$ cat config.mk
export PLATFORM = sky130hd
export DESIGN_NAME = intr_ctrl
export DESIGN_NICKNAME = d
export VERILOG_FILES = /design/src/rtl/intr_ctrl_pkg.sv /design/src/rtl/irq_sync_edge.sv /design/src/rtl/intr_ctrl.sv
export SDC_FILE = /design/constraint.sdc
export NUM_CORES = 1
export LEC_CHECK = 0
export ABC_AREA = 1
export CORE_MARGIN = 2
export CORE_UTILIZATION = 30
export CTS_CLUSTER_SIZE = 8
export DETAILED_ROUTE_END_ITERATION = 8
export SKIP_LAST_GASP = 1
export SLEW_MARGIN = 25
export SYNTH_ARGS = -nofsm -noshare
export SYNTH_HDL_FRONTEND = slang
export SYNTH_HIERARCHICAL = 1
export SYNTH_SLANG_ARGS = --single-unit
export TNS_END_PERCENT = 10
$ cat constraint.sdc
create_clock -name clk -period 1.5 [get_ports clk]
set_input_delay 0.15 -clock clk [delete_from_list [all_inputs] [get_ports clk]]
set_output_delay 0.15 -clock clk [all_outputs]
set_load 0.005 [all_outputs]
$ cat src/rtl/intr_ctrl_pkg.sv
// Shared definitions for the interrupt controller: source count, config
// register map, FSM states and the one-hot to binary encoder.
package intr_ctrl_pkg;

  localparam int NSRC_DEF = 8;

  localparam logic [1:0] ADDR_IMASK  = 2'd0;
  localparam logic [1:0] ADDR_EDGE   = 2'd1;
  localparam logic [1:0] ADDR_PEND   = 2'd2;
  localparam logic [1:0] ADDR_INSERV = 2'd3;

  typedef enum logic [1:0] {
    ST_IDLE    = 2'd0,
    ST_ASSERT  = 2'd1,
    ST_SERVICE = 2'd2
  } state_e;

  function automatic logic [2:0] onehot_to_bin(input logic [NSRC_DEF-1:0] oh);
    logic [2:0] b;
    b = '0;
    for (int i = 0; i < NSRC_DEF; i++) begin
      if (oh[i]) b = b | i[2:0];
    end
    return b;
  endfunction

endpackage

$ cat src/rtl/irq_sync_edge.sv
// Per-line synchroniser for an asynchronous interrupt input, followed by a
// one-flop history that yields a single-cycle rise indication.
module irq_sync_edge
  import intr_ctrl_pkg::*;
#(
  parameter int SYNC_STAGES = 2
) (
  input  logic clk,
  input  logic rst_n,
  input  logic irq_in,
  output logic s,
  output logic rise
);

  logic [SYNC_STAGES-1:0] sync_q;
  logic                   s_d;

  always_ff @(posedge clk or negedge rst_n) begin
    if (!rst_n) begin
      sync_q <= '0;
      s_d    <= 1'b0;
    end else begin
      sync_q <= {sync_q[SYNC_STAGES-2:0], irq_in};
      s_d    <= sync_q[SYNC_STAGES-1];
    end
  end

  assign s    = sync_q[SYNC_STAGES-1];
  assign rise = s & ~s_d;

endmodule

$ cat src/rtl/intr_ctrl.sv
// Interrupt controller: synchronises NSRC lines, latches them as pending,
// and presents one lowest-index-wins request to the control unit at a time.
module intr_ctrl
  import intr_ctrl_pkg::*;
#(
  parameter int NSRC        = NSRC_DEF,
  parameter int SYNC_STAGES = 2
) (
  input  logic            clk,
  input  logic            rst_n,
  input  logic [NSRC-1:0] irq_in,
  input  logic            cfg_we,
  input  logic [1:0]      cfg_addr,
  input  logic [NSRC-1:0] cfg_wdata,
  output logic [NSRC-1:0] cfg_rdata,
  output logic            intr,
  output logic [NSRC-1:0] imip,
  input  logic            inta,
  input  logic            eret,
  output logic [2:0]      irq_id,
  output logic            busy,
  output logic [1:0]      dbg_state
);

  // Request handshake: intr/imip are held stable from entry into ASSERT
  // until either inta is seen (accept, move to SERVICE) or the presented
  // source loses eligibility (retract). There is no timeout on inta.

  logic [NSRC-1:0] s_vec, rise_vec;
  logic [NSRC-1:0] imask_q, edge_q, pend_q, inserv_q, cur_q;
  logic [NSRC-1:0] pend_d, inserv_d, cur_d;
  logic [NSRC-1:0] eligible, sel, w1c, clr;
  logic [2:0]      irq_id_q, irq_id_d;
  logic            ack;
  state_e          state_q, state_d;

  for (genvar g = 0; g < NSRC; g++) begin : g_sync
    irq_sync_edge #(.SYNC_STAGES(SYNC_STAGES)) u_sync (
      .clk    (clk),
      .rst_n  (rst_n),
      .irq_in (irq_in[g]),
      .s      (s_vec[g]),
      .rise   (rise_vec[g])
    );
  end

  assign eligible = pend_q & imask_q;
  // Isolate the lowest set bit: x & -x.
  assign sel      = eligible & (~eligible + {{(NSRC-1){1'b0}}, 1'b1});

  always_comb begin
    state_d  = state_q;
    cur_d    = cur_q;
    inserv_d = inserv_q;
    irq_id_d = irq_id_q;
    ack      = 1'b0;
    case (state_q)
      ST_IDLE: begin
        if (|eligible) begin
          cur_d   = sel;
          state_d = ST_ASSERT;
        end
      end
      ST_ASSERT: begin
        if (inta) begin
          ack      = 1'b1;
          inserv_d = inserv_q | cur_q;
          irq_id_d = onehot_to_bin(cur_q);
          state_d  = ST_SERVICE;
        end else if ((cur_q & eligible) == '0) begin
          state_d = ST_IDLE;
        end
      end
      ST_SERVICE: begin
        if (eret) begin
          inserv_d = '0;
          state_d  = ST_IDLE;
        end
      end
      default: state_d = ST_IDLE;
    endcase
  end

  // Edge-mode bits latch rises and clear on W1C or acknowledge; level-mode
  // bits simply follow the synchronised line.
  always_comb begin
    w1c    = (cfg_we && cfg_addr == ADDR_PEND) ? cfg_wdata : '0;
    clr    = w1c | (ack ? cur_q : '0);
    pend_d = (edge_q & (pend_q | rise_vec) & ~clr) | (~edge_q & s_vec);
  end

  always_ff @(posedge clk or negedge rst_n) begin
    if (!rst_n) begin
      state_q  <= ST_IDLE;
      cur_q    <= '0;
      inserv_q <= '0;
      irq_id_q <= '0;
      pend_q   <= '0;
      imask_q  <= '0;
      edge_q   <= '0;
    end else begin
      state_q  <= state_d;
      cur_q    <= cur_d;
      inserv_q <= inserv_d;
      irq_id_q <= irq_id_d;
      pend_q   <= pend_d;
      if (cfg_we && cfg_addr == ADDR_IMASK) imask_q <= cfg_wdata;
      if (cfg_we && cfg_addr == ADDR_EDGE)  edge_q  <= cfg_wdata;
    end
  end

  always_comb begin
    cfg_rdata = '0;
    case (cfg_addr)
      ADDR_IMASK:  cfg_rdata = imask_q;
      ADDR_EDGE:   cfg_rdata = edge_q;
      ADDR_PEND:   cfg_rdata = pend_q;
      ADDR_INSERV: cfg_rdata = inserv_q;
      default:     cfg_rdata = '0;
    endcase
  end

  assign intr      = (state_q == ST_ASSERT);
  assign imip      = intr ? cur_q : '0;
  assign busy      = (state_q == ST_SERVICE);
  assign irq_id    = irq_id_q;
  assign dbg_state = state_q;

endmodule

# Word level (Yosys, flattened, before mapping)
# Cells that the tools add are included.
# word_totals
regBits	69
input_bits	23
output_inout_bits	23
word_cells	95
# classes
addsub	1
eq_ne	9
n_mux	21
bitwise_logic	29
reduce_logical	12
# op_table
op	n
$and 8x8->8	6
$mux 8	5
$or 8x8->8	4
$pmux 8 s4	1
$not 8->8	3
$pmux 8 s2	1
$mux 2	6
$mux 3	4
$add 8x1->8 const B	1
$and 1x1->1	8
$logic_not 8->1	1
$not 1->1	8
$reduce_or 8->1	1
$eq 2x2->1 const B	3
$pmux 2 s3	1
$reduce_and 3->1	2
$eq 2x1->1 const B	2
$logic_not 2->1	2
$ne 2x2->1 const B	2
$reduce_and 2->1	2
$logic_and 1x1->1	3
$mux 1	3
$ne 3x1->1 const B	1
$ne 2x1->1 const B	1
$reduce_bool 2->1	1

# Longest topological paths before layout
# depth
word_depth	7
ltp_mapped	9
mapped_depth_nobuf	8

# By module
# The synthesis kept the hierarchy.
# by_module_without_submodules
module	n_inst	cells_per_inst	area_per_inst_um2	seq_area_each_um2
intr_ctrl	1	293	2381.0	1126.1
irq_sync_edge	8	5	85.1	75.1

# Least setup slack after synthesis
# No wires, ideal clock.
# synth_path
kind	register to register
from	register state_q[1] (netlist: dbg_state[1])
to	register inserv_q[0]
setup_ns	0.121
arrival_time_ns	1.425
required_ns	1.379
setup_slack_ns	-0.046
stages_incl_launch_ff	10
path_buffers	1
period_less_slack_ns	1.546
cell_sequence	dfrtp_1 inv_1 ha_1 buf_4 inv_2 nor2_2 nor3b_4 nand2_1 inv_2 a21oi_1
# synth_between
elab_chain_len	3
word_cells_on_any_way	7
classes_between	eq/ne (4); mux (1); reduce/logical (2)
# synth_rtl
element	line	source
from (decl)	intr_ctrl.sv:35	state_e state_q, state_d;
from (signal assigned)	intr_ctrl.sv:102	state_q <= state_d;
$eq 2x1->1 *	n/a	
via intr	intr_ctrl.sv:16	output logic intr,
$ne 2x1->1 (no source line) or $reduce_bool 2->1 (tied branches)	n/a	
$reduce_and 3->1 (no source line)	n/a	
to (signal assigned)	intr_ctrl.sv:104	inserv_q <= inserv_d;
to (decl)	intr_ctrl.sv:30	logic [NSRC-1:0] imask_q, edge_q, pend_q, inserv_q, cur_q;
# The timed path passes the listed nets; every way through them passes the cells marked *.
# A chain may end at the register's enable or synchronous reset.

# Final worst setup path
# layout_path
from	input cfg_addr[0]
to	output cfg_rdata[7]
# layout_between
elab_chain_len	2
word_cells_on_any_way	5
classes_between	eq/ne (3); mux (1); reduce/logical (1)
# layout_rtl
element	line	source
from (decl)	intr_ctrl.sv:13	input logic [1:0] cfg_addr,
$eq 2x2->1, or another cell as far along	intr_ctrl.sv:114	case (cfg_addr)
$pmux 8 s4 *	intr_ctrl.sv:114	
to (decl)	intr_ctrl.sv:15	output logic [NSRC-1:0] cfg_rdata,
# Every way passes the cells marked *; elsewhere a longest branch is shown, timed or not.

==> reports/results.ini <==
[die]
core_mm2 = 0.00982
io_pins = 46
die_x_um = 105
fp-row-count = 36
die_y_um = 105
start_util = 0.312
die_area_mm2 = 0.0110

[yosys]
yosysWarningCount = 6
synth_seq_area_share = 0.564
synth_edf_count = 0
netlist_instances = 333
synth_area_mm2 = 0.00306
yosysTopAreaCellShare = 0.564
ys_types = 28
async_flop_share = 1.00
synthTopCellsByCount = nand2_1, dfrtp_1, inv_1
synth_flop_cell = dfrtp_1
synth_nets = 359
avgSynthCellArea_um2 = 9.19
yosys.area.top_type = dfrtp_1
ys_top_cells_by_area = dfrtp_1, nand2_1, inv_1
yosysMostFrequentCell = nand2_1
ys_ff_latch = 69

[cells_and_area]
seqCellArea_mm2 = 0.00173
stdcell_area_mm2 = 0.00408
diodes = 0
drive_gt1_frac = 0.178
final_cells = 549
multiInputGateArea_mm2 = 0.00112
nets = 438
fillers = 997
syn_to_final_growth_pct = 33.3

[timing]
fmax_ghz = 0.579
finalCritPeriodShare = 1.15
hold_viol = 0
maxSlewHeadroom = 0.783
setup_viol = 23
fin_tns_setup_ns = -2.64
setup_ws_ns = -0.227
worst_pin_slew_ns = 0.326
rsz0062_at_grt = true
min_period_ns = 1.73
report.final.slew_viol_count = 0
fin_skew_ns = 0.00357

[clock_tree]
cts_buffer_depth = 2
clkSinkCount = 69
htree_num_levels = 3
clk_latency_ns = 0.33
clk_pin_slew_worst_paths_ns = 0.07
cts_tree = done
cts_root_buf = clkbuf_8
cts-buffers-inserted = 9

[grt]
grt_pass1_wl_um = 12600
grt_max_degree = 24
grt_pass1_vias = 2490
antenna_found_initial = 0
grtUsageTotal = 0.147
grt_overflow = 0

[setup_path]
cp-start-kind = input pin
r2r_setup_slack_ns = -0.15
end_kind = output pin
crit_type = in2out
cp.arrival_ns = 1.58
critPathMaxFanout = 5
rr_worst_depth = 9
required_ns = 1.35

[detailed_routing]
first_pass_iters = 4
wl_per_cell_um = 13.4
drc_errors = 0
drt_iter0_drc = 165
ant_nets = 0
vias_per_cell = 4.49
wl_um = 7350
vias = 2466

[worst_hold_path]
hp-class = in2async

[place]
place_inst = 523
gp_congestion = 0.802
dpl.hpwl_um = 5520
io_buffers = 45
postPlaceCellArea_mm2 = 0.00379

[run]
drv_cap = 0

[outcome]
outcome = finished, violations left
failed_checks = negative setup slack

[pwr]
power.density_mw_per_mm2 = 1540
max-vdd-ir-drop_uv = 475
power.leakage_nw = 2.04

[cell families (layout without fill, tap and decap cells)]
kind of cell	after synthesis	after routing	share of synthesized area
AO/OA/AOI/OAI	67	67	0.139
adder cells (fa/ha/maj)	3	3	0.0123
buffers and inverters	59	141	0.0793
flip-flops	69	69	0.564
AND/OR/NAND/NOR	135	136	0.205
[critical path, stage by stage]
cell	delay [ns]
dlygate4sd2_1	0.29
buf_4	0.18
nor2_4	0.14
buf_12	0.12
nand2_1	0.05
o2111ai_1	0.11
clkdlybuf4s50_1	0.54
[flip-flops by register name, summed over array words and instances, names as in the netlist]
register              count
g_sync.u_sync/s_d         8
g_sync.u_sync/sync_q     16
inserv_q                  8
pend_q                    8
imask_q                   8
irq_id                    3
edge_q                    8
dbg_state                 2
cur_q                     8
[report_power, final]
group | internal, W | leakage (nW) | switching [W]
clock network | 0.000726 | 0.0926 | 0.000636
logic | 0.00111 | 1.12 | 0.00117
registers | 0.00227 | 0.827 | 0.000365
[metal layers]
metal | vias up | GRT usage | wire, um
met1 | 1152 | 0.189 | 3370
met5 | - | 0 | 0
met2 | 55 | 0.238 | 3540
met4 | 0 | 0.0648 | 145
met3 | 10 | 0.0293 | 296
li1 | 1249 | - | -
[per-stage QoR]
stage / total power, W / util / hold WS (ns) / setup slack [ns]
finish: 0.00628 / 0.416 / 0.243 / -0.227
global route: 0.00677 / 0.416 / 0.231 / -0.277
CTS: 0.00637 / 0.415 / 0.233 / -0.248
detailed placement: 0.00486 / 0.386 / 0.0765 / -0.484
global placement: 0.00481 / 0.386 / 0.0708 / -0.454
floorplan: 0.00378 / - / -0.146 / -0.00721
[cells in the final DEF, fill, tap and decap left out, types with 3 or more instances in the layout]
master            n
nand3_1          12
dlymetal6s2s_1    4
o21ai_2           8
o21ai_0          19
dlygate4sd2_1    12
o22ai_1          14
clkbuf_8         12
nor3_1            4
buf_4            19
nand2_2           4
a21oi_1           8
inv_2             3
dfrtp_1          69
clkdlybuf4s50_1  28
a31oi_1           3
inv_1            51
nor2_2           10
o21ai_1           3
nor2_4            4
buf_12            3
o2111ai_1         8
nor2_1            7
nand2_1          88
nand2_4           3
[cell type report]
| type | instances | area share |
|---|---|---|
| Sequential cell | 69 | 0.423 |
| Multi-Input combinational cell | 206 | 0.274 |
| Timing Repair Buffer | 70 | 0.166 |
| Inverter | 56 | 0.0527 |
| Clock buffer | 14 | 0.0423 |
| Tap cell | 133 | 0.0408 |
| Clock inverter | 1 | 0.00123 |
[final timing paths]
path / to / start
hold / removal: g_sync[3].u_sync/sync_q[0] / rst_n
max in group asynchronous: cur_q[4] / rst_n
min in group clk: g_sync[3].u_sync/sync_q[0] / irq_in[3]
setup / recovery: cfg_rdata[7] / cfg_addr[0]
hold reg to reg: g_sync[6].u_sync/sync_q[1] / g_sync[6].u_sync/sync_q[0]
setup reg to reg: inserv_q[0] / dbg_state[0]
[repair_timing]
action                                  CTS  global route
setup buffers                             9             0
cloned                                    1             0
endpoints found under the hold margin     9             0
resized for setup                        19             4
pin swaps                                 2             0
hold buffers                              1             0
endpoints found under the setup margin   29            43
Power figures use the tool's default switching activity.
